==> config.mk <==
export PLATFORM = sky130hd
export DESIGN_NAME = stream_rr_arbiter
export DESIGN_NICKNAME = d
export VERILOG_FILES = /design/src/rtl/stream_arb_pkg.sv /design/src/rtl/stream_arb_rr_pick.sv /design/src/rtl/stream_rr_arbiter.sv
export SDC_FILE = /design/constraint.sdc
export NUM_CORES = 1
export LEC_CHECK = 0
export ABC_CLOCK_PERIOD_IN_PS = 3700
export CORE_UTILIZATION = 46
export DETAILED_ROUTE_END_ITERATION = 7
export GPL_ROUTABILITY_DRIVEN = 0
export PLACE_DENSITY_LB_ADDON = 0.1
export SYNTH_ARGS = -nofsm -noshare
export SYNTH_HDL_FRONTEND = slang
export SYNTH_SLANG_ARGS = --single-unit
==> constraint.sdc <==
create_clock -name clk -period 3.7 [get_ports clk]
set_input_delay 1.11 -clock clk [delete_from_list [all_inputs] [get_ports clk]]
set_output_delay 1.11 -clock clk [all_outputs]
set_load 0.01 [all_outputs]
==> src/rtl/stream_arb_pkg.sv <==
// Shared types and default sizing for the round-robin stream arbiter.
package stream_arb_pkg;

    localparam int DEF_NUM_PORTS  = 4;
    localparam int DEF_DATA_WIDTH = 8;
    localparam int DEF_MAX_BURST  = 4;

    typedef enum logic {
        IDLE = 1'b0,
        BUSY = 1'b1
    } arb_state_e;

endpackage

==> src/rtl/stream_arb_rr_pick.sv <==
// Combinational round-robin pick: first requester at or after ptr_i, wrapping.
module stream_arb_rr_pick #(
    parameter int NUM_PORTS = 4
) (
    input  logic [NUM_PORTS-1:0]         req_i,
    input  logic [$clog2(NUM_PORTS)-1:0] ptr_i,
    output logic [NUM_PORTS-1:0]         gnt_o,
    output logic [$clog2(NUM_PORTS)-1:0] idx_o
);

    localparam int IDX_W = $clog2(NUM_PORTS);

    always_comb begin
        int  j;
        logic found;
        gnt_o = '0;
        idx_o = '0;
        found = 1'b0;
        j     = 0;
        for (int k = 0; k < NUM_PORTS; k++) begin
            j = int'(ptr_i) + k;
            if (j >= NUM_PORTS) j = j - NUM_PORTS;
            if (!found && req_i[j]) begin
                found    = 1'b1;
                gnt_o[j] = 1'b1;
                idx_o    = IDX_W'(j);
            end
        end
    end

endmodule

==> src/rtl/stream_rr_arbiter.sv <==
// Round-robin N:1 stream arbiter with bounded bursts and a registered output stage.
module stream_rr_arbiter
    import stream_arb_pkg::*;
#(
    parameter int NUM_PORTS  = DEF_NUM_PORTS,
    parameter int DATA_WIDTH = DEF_DATA_WIDTH,
    parameter int MAX_BURST  = DEF_MAX_BURST
) (
    input  logic                            clk,
    input  logic                            rst,
    input  logic [NUM_PORTS-1:0]            in_valid,
    output logic [NUM_PORTS-1:0]            in_ready,
    input  logic [NUM_PORTS*DATA_WIDTH-1:0] in_data,
    output logic                            out_valid,
    input  logic                            out_ready,
    output logic [DATA_WIDTH-1:0]           out_data,
    output logic [$clog2(NUM_PORTS)-1:0]    out_src,
    output logic [NUM_PORTS-1:0]            grant
);

    localparam int IDX_W = $clog2(NUM_PORTS);
    localparam int CNT_W = $clog2(MAX_BURST + 1);

    arb_state_e                 state_q, state_d;
    logic [NUM_PORTS-1:0]       grant_q, grant_d;
    logic [IDX_W-1:0]           gidx_q, gidx_d;
    logic [IDX_W-1:0]           rr_ptr_q, rr_ptr_d;
    logic [CNT_W-1:0]           burst_q, burst_d;
    logic                       ovld_q, ovld_d;
    logic [DATA_WIDTH-1:0]      odata_q, odata_d;
    logic [IDX_W-1:0]           osrc_q, osrc_d;

    logic [NUM_PORTS-1:0]                 pick_gnt;
    logic [IDX_W-1:0]                     pick_idx;
    logic [NUM_PORTS-1:0][DATA_WIDTH-1:0] in_data_arr;
    logic                                 can_load;
    logic                                 xfer;

    stream_arb_rr_pick #(
        .NUM_PORTS (NUM_PORTS)
    ) u_pick (
        .req_i (in_valid),
        .ptr_i (rr_ptr_q),
        .gnt_o (pick_gnt),
        .idx_o (pick_idx)
    );

    assign in_data_arr = in_data;
    assign can_load    = !ovld_q || out_ready;
    assign in_ready    = (state_q == BUSY && can_load) ? grant_q : '0;
    assign xfer        = |(in_valid & in_ready);

    assign grant     = grant_q;
    assign out_valid = ovld_q;
    assign out_data  = odata_q;
    assign out_src   = osrc_q;

    always_comb begin
        state_d  = state_q;
        grant_d  = grant_q;
        gidx_d   = gidx_q;
        rr_ptr_d = rr_ptr_q;
        burst_d  = burst_q;
        unique case (state_q)
            IDLE: begin
                if (|in_valid) begin
                    state_d  = BUSY;
                    grant_d  = pick_gnt;
                    gidx_d   = pick_idx;
                    rr_ptr_d = (pick_idx == IDX_W'(NUM_PORTS - 1)) ? '0 : pick_idx + 1'b1;
                    burst_d  = '0;
                end
            end
            BUSY: begin
                // Release always lands in IDLE, so a new grant never follows in the same edge.
                if ((xfer && burst_q == CNT_W'(MAX_BURST - 1)) || (!xfer && !in_valid[gidx_q])) begin
                    state_d = IDLE;
                    grant_d = '0;
                    burst_d = '0;
                end else if (xfer) begin
                    burst_d = burst_q + 1'b1;
                end
            end
            default: state_d = IDLE;
        endcase
    end

    always_comb begin
        ovld_d  = ovld_q;
        odata_d = odata_q;
        osrc_d  = osrc_q;
        if (xfer) begin
            ovld_d  = 1'b1;
            odata_d = in_data_arr[gidx_q];
            osrc_d  = gidx_q;
        end else if (out_ready) begin
            ovld_d  = 1'b0;
        end
    end

    always_ff @(posedge clk or posedge rst) begin
        if (rst) begin
            state_q  <= IDLE;
            grant_q  <= '0;
            gidx_q   <= '0;
            rr_ptr_q <= '0;
            burst_q  <= '0;
            ovld_q   <= 1'b0;
            odata_q  <= '0;
            osrc_q   <= '0;
        end else begin
            state_q  <= state_d;
            grant_q  <= grant_d;
            gidx_q   <= gidx_d;
            rr_ptr_q <= rr_ptr_d;
            burst_q  <= burst_d;
            ovld_q   <= ovld_d;
            odata_q  <= odata_d;
            osrc_q   <= osrc_d;
        end
    end

endmodule

Yosys cells after proc, flatten, opt, wreduce, memory -nomap -nowiden. Index checks and enable logic that the tools add are counted.

Bits in registers: 23.

Add/sub/neg operators: 9. Bitwise gates (word level): 5. Reductions and logical operators: 24. Muxes and demuxes: 53. $lt $le $gt $ge: 13. Equal/unequal tests: 5.

Operators by type and width (number): $ge A32 B1 Y1 const B (4); $lt A32 B4 Y1 const B (4); $mux W32 (4); $ge A32 B4 Y1 const B (3); $sub A32 B4 Y32 const B (3); $mux W4 (7); $mux W1 (20); $bmux W8 S2 (1); $or A4 B4 Y4 (3); $bmux W1 S2 (5); $logic_and A1 B1 Y1 (10); $mux W2 (5); $mux W3 (3); $demux W1 S2 (4); $mux W8 (1); $pmux W4 S2 (1); $reduce_or A4 Y1 (2); $add A2 B2 Y3 const B (2); $logic_not A1 Y1 (6); $pmux W3 S2 (1); $reduce_and A2 Y1 (3); $and A4 B4 Y4 (1); $sub A2 B3 Y4 const B (1); $add A2 B1 Y3 const B (1); 13 further kinds (14).

Depth between registers and ports, before layout.
Depth after elaboration: 17. Gate-level depth with buffers: 9. Depth with buffers taken out: 7.

By module. From an unflattened synthesis, not the netlist that was laid out.

Cell total of the unflattened synthesis: 151. Area, all modules: 1700.4 um^2.

Modules (own cells, without submodules): stream_rr_arbiter (cells an instance 102, sequential area each 575.6 um^2, instances 1, area each 1243.7 um^2); stream_arb_rr_pick (cells an instance 49, sequential area each 0.0 um^2, instances 1, area each 456.7 um^2).

Least setup slack after synthesis. OpenSTA, ideal clock, no wires.

Path kind: input-to-output. Start point: input out_ready. End point: output in_ready[0]. Setup slack: 1072 ps. Arrival time: 1518 ps. Stages on the path: 2. Path buffers: 0. Path through: nand2b_1 > and3_1.

Longest elaborated chain between the ends: 3.

RTL lines: start, declared (RTL line stream_rr_arbiter.sv:15) `input logic out_ready,`; $logic_or A1 B1 Y1 (RTL line stream_rr_arbiter.sv:49) `assign can_load = !ovld_q || out_ready;`; $logic_and A1 B1 Y1 (RTL line stream_rr_arbiter.sv:50) `assign in_ready = (state_q == BUSY && can_load) ? grant_q : '0;`; $mux W4 (RTL line stream_rr_arbiter.sv:50); end, declared (RTL line stream_rr_arbiter.sv:12) `output logic [NUM_PORTS-1:0] in_ready,`.

Every way passes these cells.

Worst setup path after layout. Same ends and word-level chain as after synthesis.

==> metrics <==
Post-synth EDFFs=0; fmax=282 MHz; DR top layer=met4; post-CTS setup buffers=0; FF+latch count, synth=23; setup TNS=0 ns; Die X=64.1 um; Die Span Y=64.1 um; Synth top area share=32.5%; Max Slew Vio Count=0; ratio of cells with drive above 1 in the final layout=10.3%; Most common cell on crit path=clkdlybuf4s50_1; reg2reg path depth=7; Pre-Repair DR Iteration Count=5; largest net degree at the start of global routing=24; Hold Violations, Final=0; period utilization=95.7%; Area growth syn-to-layout=37.4%; r2r endpoint=grant[0]; Worst-Margin Slew=0.882 ns; worst hold path class=register to register; Final Instance Area=2430 um^2; clk_skew=0.00474 ns; WS Path Type=input port to primary output; Worst-Skew Late Latency=0.26 ns; Unique masters post-synth=44; RSZ-0062 raised after global routing=no; CTS Hold Buffers Added=0; GRT Total Usage=23.8%; CP Data Required Time=2.59 ns; fin cells=281; Std-Cell Rows=22; Setup crit end=in_ready[0]; Starting Density=48.0%; fin crit period=3.54 ns; ranking of synthesized cells by area=dfrtp_1 (32%), mux4_2 (13%), mux2_1 (6.4%); total CTS buffers=3; ant diodes=0; Mapped Area=1770 um^2; htree depth=1; Buffers & Inverters on Critical Path=2; launching point of the worst reg2reg path=rr_ptr_q[1]; clock root buffer=clkbuf_8; CP max-delay cell=clkdlybuf4s50_1; most frequent cells in the layout=clkdlybuf4s50_1 (57), dfrtp_1 (23), inv_1 (12), nor2_1 (12); maximum fanout along the worst path=5; Nets=279; placed cell count=277; Syn Inst Count=178; Clock Path Buffers=2; die area=4100 um^2; Yosys warnings=0; final core occ=66.0%; DRT Wirelength=4460 um; vias in the first global route=1629; port bufs=57; Post-Syn Nets=223; CP max stage delay=0.53 ns; met2 WL post-DR=2250 um; WL met1=1970 um; P_leak=1.00 nW; metal3 WL=182 um; initial antenna violation count=0; Synth async-reset ratio=100%; total grt overflow=0; first-pass GRT wire length=7580 um; top_reg_cell synth=dfrtp_1; routed length per instance=15.9 um; Critical Path AT=2.43 ns; Setup crit end kind=primary output; Initial DRC Count=121; Cell Pwr Density=670 nW/um^2; residual DRC count=0; post-synth top area cell=dfrtp_1; status=complete, no violations; post-synthesis sequential area ratio=32.5%; max cap viols=0; syn avg cell area=9.95 um^2; Post-DP HPWL=3410 um; Worst setup SP type=input port; setup violators final=0; CTS tree=yes; clk slew on worst S/H paths=0.08 ns; R2R setup slack=0.65 ns; ANT nets after route=0; DR vias=1622; commonest non-fill, non-tap cell in the layout=clkdlybuf4s50_1; Crit. path cell count=4; Slew HR=41.2%; maximum resistive drop on vdd=0.000411 V; Final Power=1.63 mW; CORE AREA=3690 um^2; post-cts sizing count=0; CP cell instances=clkdlybuf4s50_1 > nand2b_1 > and3_1 > clkdlybuf4s50_1; IO Pins=58; beginning of the critical path=out_ready; Via density=5.77; area post-placement=2390 um^2; Top delay family on crit path=buffers and inverters; # clock sinks=23
synth_stat cells (all sizes together), types with 6 or more instances:
cell type and n:
ha 6, nor2 12, mux4 10, mux2 12
nand2 11, buf 6, clkbuf 6, dfrtp 23
o21ai 10, inv 12, a21oi 11
registers in the layout (all words and copies together) (netlist names), named ones only:
| name | count |
|---|---|
| out_valid | 1 |
| gidx_q | 2 |
| grant | 4 |
| out_src | 2 |
| out_data | 8 |
| state_q | 1 |
| burst_q | 3 |
| rr_ptr_q | 1 |
through the flow:
stage,hold WS [ns],worst slack (ns)
floorplan,0.476,1.07
global placement,0.474,0.197
detailed placement,0.481,0.146
CTS,0.502,0.145
global route,0.520,0.0739
finish,0.500,0.160
cell families (layout without fill, tap and decap cells):
family,Yosys count,after routing,synth area share (%)
mux,25,25,22.0
flops,23,23,32.5
simple gates,52,52,15.9
buf+inv,24,79,5.79
xor+xnor,1,1,0.494
fa+ha+maj,6,6,4.24
compound gates,47,47,19.1
final cells by class:
type / instances / area [um^2]
fill: 298 / 1250
multi-input combinational: 131 / 1090
timing repair buffer: 63 / 616
sequential: 23 / 576
clock buffer: 4 / 45.0
inverter: 12 / 45.0
tap: 48 / 60.1
metal layers:
layer | track usage (%) | vias up
met2 | 39.6 | 56
met1 | 32.0 | 771
li1 | - | 789
met4 | 5.11 | 0
met5 | 0 | -
met3 | 4.46 | 6
power breakdown:
group / internal (mW) / switching (mW) / leakage, nW
clock: 0.0768 / 0.0768 / 0.0228
combinational: 0.524 / 0.452 / 0.693
sequential: 0.355 / 0.147 / 0.287
worst min path at each step:
stage             endpoint  cells after the start         from  slack [ns]
2_1_floorplan   burst_q[2]                      2   burst_q[2]        0.48
6_report       out_data[6]                      1  out_data[6]        0.50
3_3_place_gp   out_data[1]                      1  out_data[1]        0.47
3_5_place_dp   out_data[3]                      1  out_data[3]        0.48
4_1_cts        out_data[6]                      1  out_data[6]        0.50
5_1_grt         out_src[1]                      1   out_src[1]        0.52
Power figures use the tool's default switching activity.
